--- config.mk ---
export PLATFORM = sky130hd
export DESIGN_NAME = exu_bp_upd_q
export DESIGN_NICKNAME = d
export VERILOG_FILES = /design/src/rtl/exu_bp_upd_q.sv
export SDC_FILE = /design/constraint.sdc
export NUM_CORES = 1
export LEC_CHECK = 0
export CORE_UTILIZATION = 55
export DETAILED_ROUTE_END_ITERATION = 8
export PLACE_DENSITY_LB_ADDON = 0.12
export SYNTH_ARGS = -nofsm -noshare
export SYNTH_HDL_FRONTEND = slang
export SYNTH_SLANG_ARGS = --single-unit
--- constraint.sdc ---
create_clock -name clk -period 3.5 [get_ports clk]
set_input_delay 0.7 -clock clk [delete_from_list [all_inputs] [get_ports clk]]
set_output_delay 0.7 -clock clk [all_outputs]
set_load 0.05 [all_outputs]
--- src/rtl/exu_bp_upd_q.sv ---
// Branch-predictor update queue: buffers resolved-branch BHT updates and drains them to the IFU.
// Optional RV_BPUPD_STATS_EN adds update/mispredict/drop event counters.
module exu_bp_upd_q #(
  parameter int unsigned DEPTH = 4,
  parameter int unsigned IDX_W = 8
) (
  input  logic                     clk,
  input  logic                     rst,
  input  logic                     freeze,
  input  logic                     upd_valid,
  input  logic                     upd_misp,
  input  logic                     upd_ataken,
  input  logic [1:0]               upd_hist,
  input  logic [IDX_W-1:0]         upd_index,
  output logic                     bht_wr_valid,
  input  logic                     bht_wr_ready,
  output logic [IDX_W-1:0]         bht_wr_index,
  output logic [1:0]               bht_wr_hist,
  output logic                     bht_wr_misp,
  output logic                     bht_wr_ataken,
  output logic [$clog2(DEPTH):0]   q_count,
  output logic                     q_full,
  output logic                     drop_pulse
`ifdef RV_BPUPD_STATS_EN
  ,
  output logic [31:0]              stat_upd,
  output logic [31:0]              stat_misp,
  output logic [31:0]              stat_drop
`endif
);

  localparam int unsigned PW = $clog2(DEPTH);
  localparam int unsigned CW = PW + 1;

  logic [IDX_W-1:0] r_idx  [DEPTH];
  logic [1:0]       r_hist [DEPTH];
  logic             r_misp [DEPTH];
  logic             r_at   [DEPTH];

  logic [PW-1:0] r_rd_ptr;
  logic [PW-1:0] r_wr_ptr;
  logic [CW-1:0] r_count;
  logic          r_drop;

  logic [PW-1:0] w_tail_ptr;
  logic          w_nonempty;
  logic          w_full;
  logic          w_push;
  logic          w_pop;
  logic          w_coal;
  logic          w_alloc;
  logic          w_drop;

  always_comb begin
    w_tail_ptr = r_wr_ptr - PW'(1);
    w_nonempty = (r_count != '0);
    w_full     = (r_count == CW'(DEPTH));
    w_push     = upd_valid & ~freeze;
    w_pop      = w_nonempty & bht_wr_ready;
    // A lone entry leaving this cycle cannot absorb the new update; it gets a fresh slot.
    w_coal     = w_push & w_nonempty & (upd_index == r_idx[w_tail_ptr])
                 & ~(w_pop & (r_count == CW'(1)));
    w_alloc    = w_push & ~w_coal & (~w_full | w_pop);
    w_drop     = w_push & w_full & ~w_pop & ~w_coal;
  end

  always_ff @(posedge clk) begin
    if (rst) begin
      r_rd_ptr <= '0;
      r_wr_ptr <= '0;
      r_count  <= '0;
      r_drop   <= 1'b0;
      for (int i = 0; i < DEPTH; i++) begin
        r_idx[i]  <= '0;
        r_hist[i] <= '0;
        r_misp[i] <= 1'b0;
        r_at[i]   <= 1'b0;
      end
    end else begin
      r_drop  <= w_drop;
      r_count <= r_count + CW'(w_alloc) - CW'(w_pop);
      if (w_pop) begin
        r_rd_ptr <= r_rd_ptr + PW'(1);
      end
      if (w_coal) begin
        r_hist[w_tail_ptr] <= upd_hist;
        r_at[w_tail_ptr]   <= upd_ataken;
        r_misp[w_tail_ptr] <= r_misp[w_tail_ptr] | upd_misp;
      end else if (w_alloc) begin
        r_idx[r_wr_ptr]  <= upd_index;
        r_hist[r_wr_ptr] <= upd_hist;
        r_misp[r_wr_ptr] <= upd_misp;
        r_at[r_wr_ptr]   <= upd_ataken;
        r_wr_ptr         <= r_wr_ptr + PW'(1);
      end
    end
  end

  always_comb begin
    bht_wr_valid  = w_nonempty;
    bht_wr_index  = r_idx[r_rd_ptr];
    bht_wr_hist   = r_hist[r_rd_ptr];
    bht_wr_misp   = r_misp[r_rd_ptr];
    bht_wr_ataken = r_at[r_rd_ptr];
    q_count       = r_count;
    q_full        = w_full;
    drop_pulse    = r_drop;
  end

`ifdef RV_BPUPD_STATS_EN
  logic [31:0] r_stat_upd;
  logic [31:0] r_stat_misp;
  logic [31:0] r_stat_drop;

  always_ff @(posedge clk) begin
    if (rst) begin
      r_stat_upd  <= '0;
      r_stat_misp <= '0;
      r_stat_drop <= '0;
    end else begin
      if (w_coal | w_alloc) r_stat_upd <= r_stat_upd + 32'd1;
      if (w_push & upd_misp) r_stat_misp <= r_stat_misp + 32'd1;
      if (w_drop) r_stat_drop <= r_stat_drop + 32'd1;
    end
  end

  assign stat_upd  = r_stat_upd;
  assign stat_misp = r_stat_misp;
  assign stat_drop = r_stat_drop;
`endif

endmodule

==> qor_table.md <==
| Step | Item | Reported |
|---|---|---|
| final layout | Most common cell after layout, fill and taps aside | edfxtp_1 |
| drt | Vias per cell | 5.89 |
| floorplanning | Placement row count | 27 |
| floorplanning | Boundary pin count | 35 |
| timing | Setup repair after global routing missed its margin | false |
| cts | CTS Buffer Depth | 2 |
| final layout | Layout area overhead | 19.7% |
| cts | Clock latency on the worst-skew pair | 0.33 ns |
| yosys | Netlist cell types | 46 |
| yosys | Share of synthesized registers carrying an async set or reset | 0% |
| final layout | Post-route cell area | 0.00372 mm^2 |
| yosys | Area leader, netlist | edfxtp_1 |
| yosys | Synth top area share | 46.3% |
| yosys | Number of enable flip-flop cells after synthesis | 48 |
| cts | Number of CTS-inserted buffers | 9 |
| placement | Total placed instance area | 0.00355 mm^2 |
| final layout | Final net count | 315 |
| power and ir drop | Clock network power share | 24.8% |
| cts | Number of buffers inserted by post-CTS setup repair | 0 |
| cts | CTS Hold Bufs | 0 |
| drt | Drt initial violations | 235 |
| final layout | Filler Cell Count | 451 |
| yosys | Total of warnings raised by yosys | 0 |
| floorplanning | Die Span X | 77.2 um |
| final layout | Fraction of final layout cells sized beyond drive strength 1 | 17.3% |
| drt | Antenna Nets Post-Route | 0 |
| grt | Number of global-route vias before repair | 2141 |
| floorplanning | Initial core utilization | 56.8% |
| drt | Sum of routed wire length over all layers | 6980 um |
| hold path | Hold WC Path Type | flop to flop |
| cts | Clock transition at the registers of the reported paths | 0.06 ns |
| grt | Number of antenna violations at the first check in global routing | 0 |
| timing | Final-report setup violation count | 0 |
| timing | Fmax | 317 MHz |
| placement | DPL Wire Length | 4880 um |
| power and ir drop | Cell area power density | 609 mW/mm^2 |
| worst setup path | Data required time at the worst endpoint | 3.72 ns |
| power and ir drop | Maximum resistive drop on vdd | 0.533 mV |
| cts | Root buffer selected by CTS | clkbuf_8 |
| yosys | Flip-flop and latch count after synthesis | 58 |
| timing | Min Hold Slack | 0.537 ns |
| worst setup path | WP data arrival | 3.37 ns |
| worst setup path | Largest fanout on the critical path | 8 |
| placement | Number of I/O port buffers | 34 |
| grt | Largest net degree at the start of global routing | 15 |
| yosys | Sequential-to-total area share from yosys stat | 52.8% |
| power and ir drop | Leakage power summed over all cells | 1.34 nW |
| cts | PostCTS Resize Cnt | 0 |
| timing | Slew Limit Fails | 0 |
| timing | Worst slew pin tran | 0.653 ns |
| drt | Number of detailed-routing iterations run before antenna repair | 5 |
| grt | First-pass GRT wire length | 11400 um |
| timing | Post-layout min period | 3.15 ns |
| floorplanning | CORE AREA | 0.00547 mm^2 |
| power and ir drop | Net switching share of the total power | 35.4% |
| yosys | Syn_area_per_cell | 12.4 um^2 |
| final layout | Most frequent cells in the layout | 48 x edfxtp_1, 44 x nor2_1, 34 x clkdlybuf4s50_1 |
| yosys | Post-synth net total | 269 |
| floorplanning | Overall die height | 77.2 um |
| cts | H-tree lvl count | 3 |
| drt | Routed vias | 2191 |
| power and ir drop | Net Switching | 801 uW |
| power and ir drop | Cell internal power dissipation | 1.47 mW |
| yosys | Ys flop type | edfxtp_1 |
| final layout | Number of inserted diodes | 0 |
| cts | Clock tree from TritonCTS | done |
| timing | Aggregate negative setup slack | 0 ns |
| run status | Outcome | finished, final reports clean |
| yosys | Post-synth design cell area | 0.00311 mm^2 |
| worst setup path | Worst Setup Start Kind | flop |
| timing | Remaining max-slew budget at the tightest pin | 56.4% |
| worst setup path | Critical path type | flop to flop |
| power and ir drop | Power share of the sequential group | 39.3% |
| timing | Worst clock skew on the final layout | 0.00987 ns |
| placement | Last weighted congestion value of the routability-driven placer | 0.854 |
| run | Reported max-cap violation count | 0 |
| grt | Leftover overflow at the end of global routing | 0 |
| yosys | Synth area leaders | edfxtp_1 46%, mux4_2 11%, dfxtp_1 6.4% |
| floorplanning | DIE AREA | 0.00596 mm^2 |
| timing | Portion of the clock cycle consumed by the worst path in the final layout | 90.1% |
| yosys | Gate count after technology mapping | 250 |
| timing | Hold Fails Final Rpt | 0 |
| worst setup path | Nature of the critical path endpoint | flop |
| cts | CTS Sinks | 58 |
| drt | Routed length per instance | 18.8 um |
| power and ir drop | Combinational group share of total power | 35.8% |
| drt | Post-route DRC violation count | 0 |
| grt | Overall routing resource usage | 26.1% |
[sequential cells by signal (all words and copies together), names as in the netlist, named ones only]
name,cells
q_count,3
r_wr_ptr,2
drop_pulse,1
r_at,4
r_idx,32
r_rd_ptr,2
r_hist,8
r_misp,4
[power groups by stage]
stage	logic [mW]	registers (mW)	clock network, mW
final	0.812	0.891	0.563
after detailed placement	0.810	0.908	0
after CTS	0.818	0.894	0.569
after floorplan	0.564	0.904	0
after global routing	0.860	0.906	0.597
after global placement	0.804	0.903	0
[metal layers]
metal / GRT usage (%) / vias to the layer above / routed length (um)
li1: - / 1013 / -
met1: 36.0 / 1056 / 3000
met3: 6.07 / 11 / 523
met4: 13.4 / 0 / 110
met5: 0 / - / 0
met2: 38.5 / 111 / 3340
[metrics by stage]
step / utilization [%] / worst slack (ns) / instances / total power, mW
finish: 68.0 / 0.348 / 372 / 2.27
global route: 68.0 / 0.118 / 372 / 2.36
CTS: 68.0 / 0.336 / 372 / 2.28
detailed placement: 64.9 / 0.275 / 357 / 1.72
global placement: 64.9 / 0.281 / 357 / 1.71
floorplan: - / 0.733 / 250 / 1.47
[cell usage after synthesis (all sizes together) (5+ instances only)]
cell and instances:
nand3 6, mux4 17, dfxtp 10, edfxtp 48, a21oi 14, o21ai 5
clkbuf 5, nor2 45, buf 8, xor2 9, xnor2 7, nand4 6
nand2 21, mux2i 11
[final cells by class]
class / count / area, um^2 / area share, %
clock buffer: 10 / 128 / 3.43
clock inverter: 5 / 46.3 / 1.24
inverter: 5 / 18.8 / 0.504
multi-input combinational: 174 / 1350 / 36.4
sequential: 58 / 1640 / 44.1
tap: 72 / 90.1 / 2.42
timing repair buffer: 48 / 445 / 12.0
[kinds of logic (layout without fill, tap and decap cells)]
family	count (synthesis)	after routing	synth area share, %
buf+inv	18	68	3.70
flops	58	58	52.8
simple gates	97	97	14.3
mux	30	30	16.9
xor+xnor	16	16	4.99
compound gates	29	29	6.24
fa+ha+maj	2	2	1.05
[critical path, cell delays in order, from the launching register on]
cell     delay (ns)
dfxtp_1        0.54
mux4_1         0.62
xnor2_1        0.27
nand3_2        0.12
or2_1          0.35
nor2_1         0.18
o21ai_0        0.14
fa_1           0.43
xnor2_1        0.19
xnor2_1        0.15
nor2_1         0.05
[worst paths after layout]
path | endpoint | cells after the start | slack, ns | start
setup / recovery | q_count[2] | 10 | 0.35 | r_wr_ptr[0]
hold / removal | r_rd_ptr[1] | 2 | 0.54 | r_rd_ptr[1]
setup reg to reg | q_count[2] | 10 | 0.35 | r_wr_ptr[0]
hold reg to reg | r_rd_ptr[1] | 2 | 0.54 | r_rd_ptr[1]
Note: power is estimated with default switching activity, not from simulation.
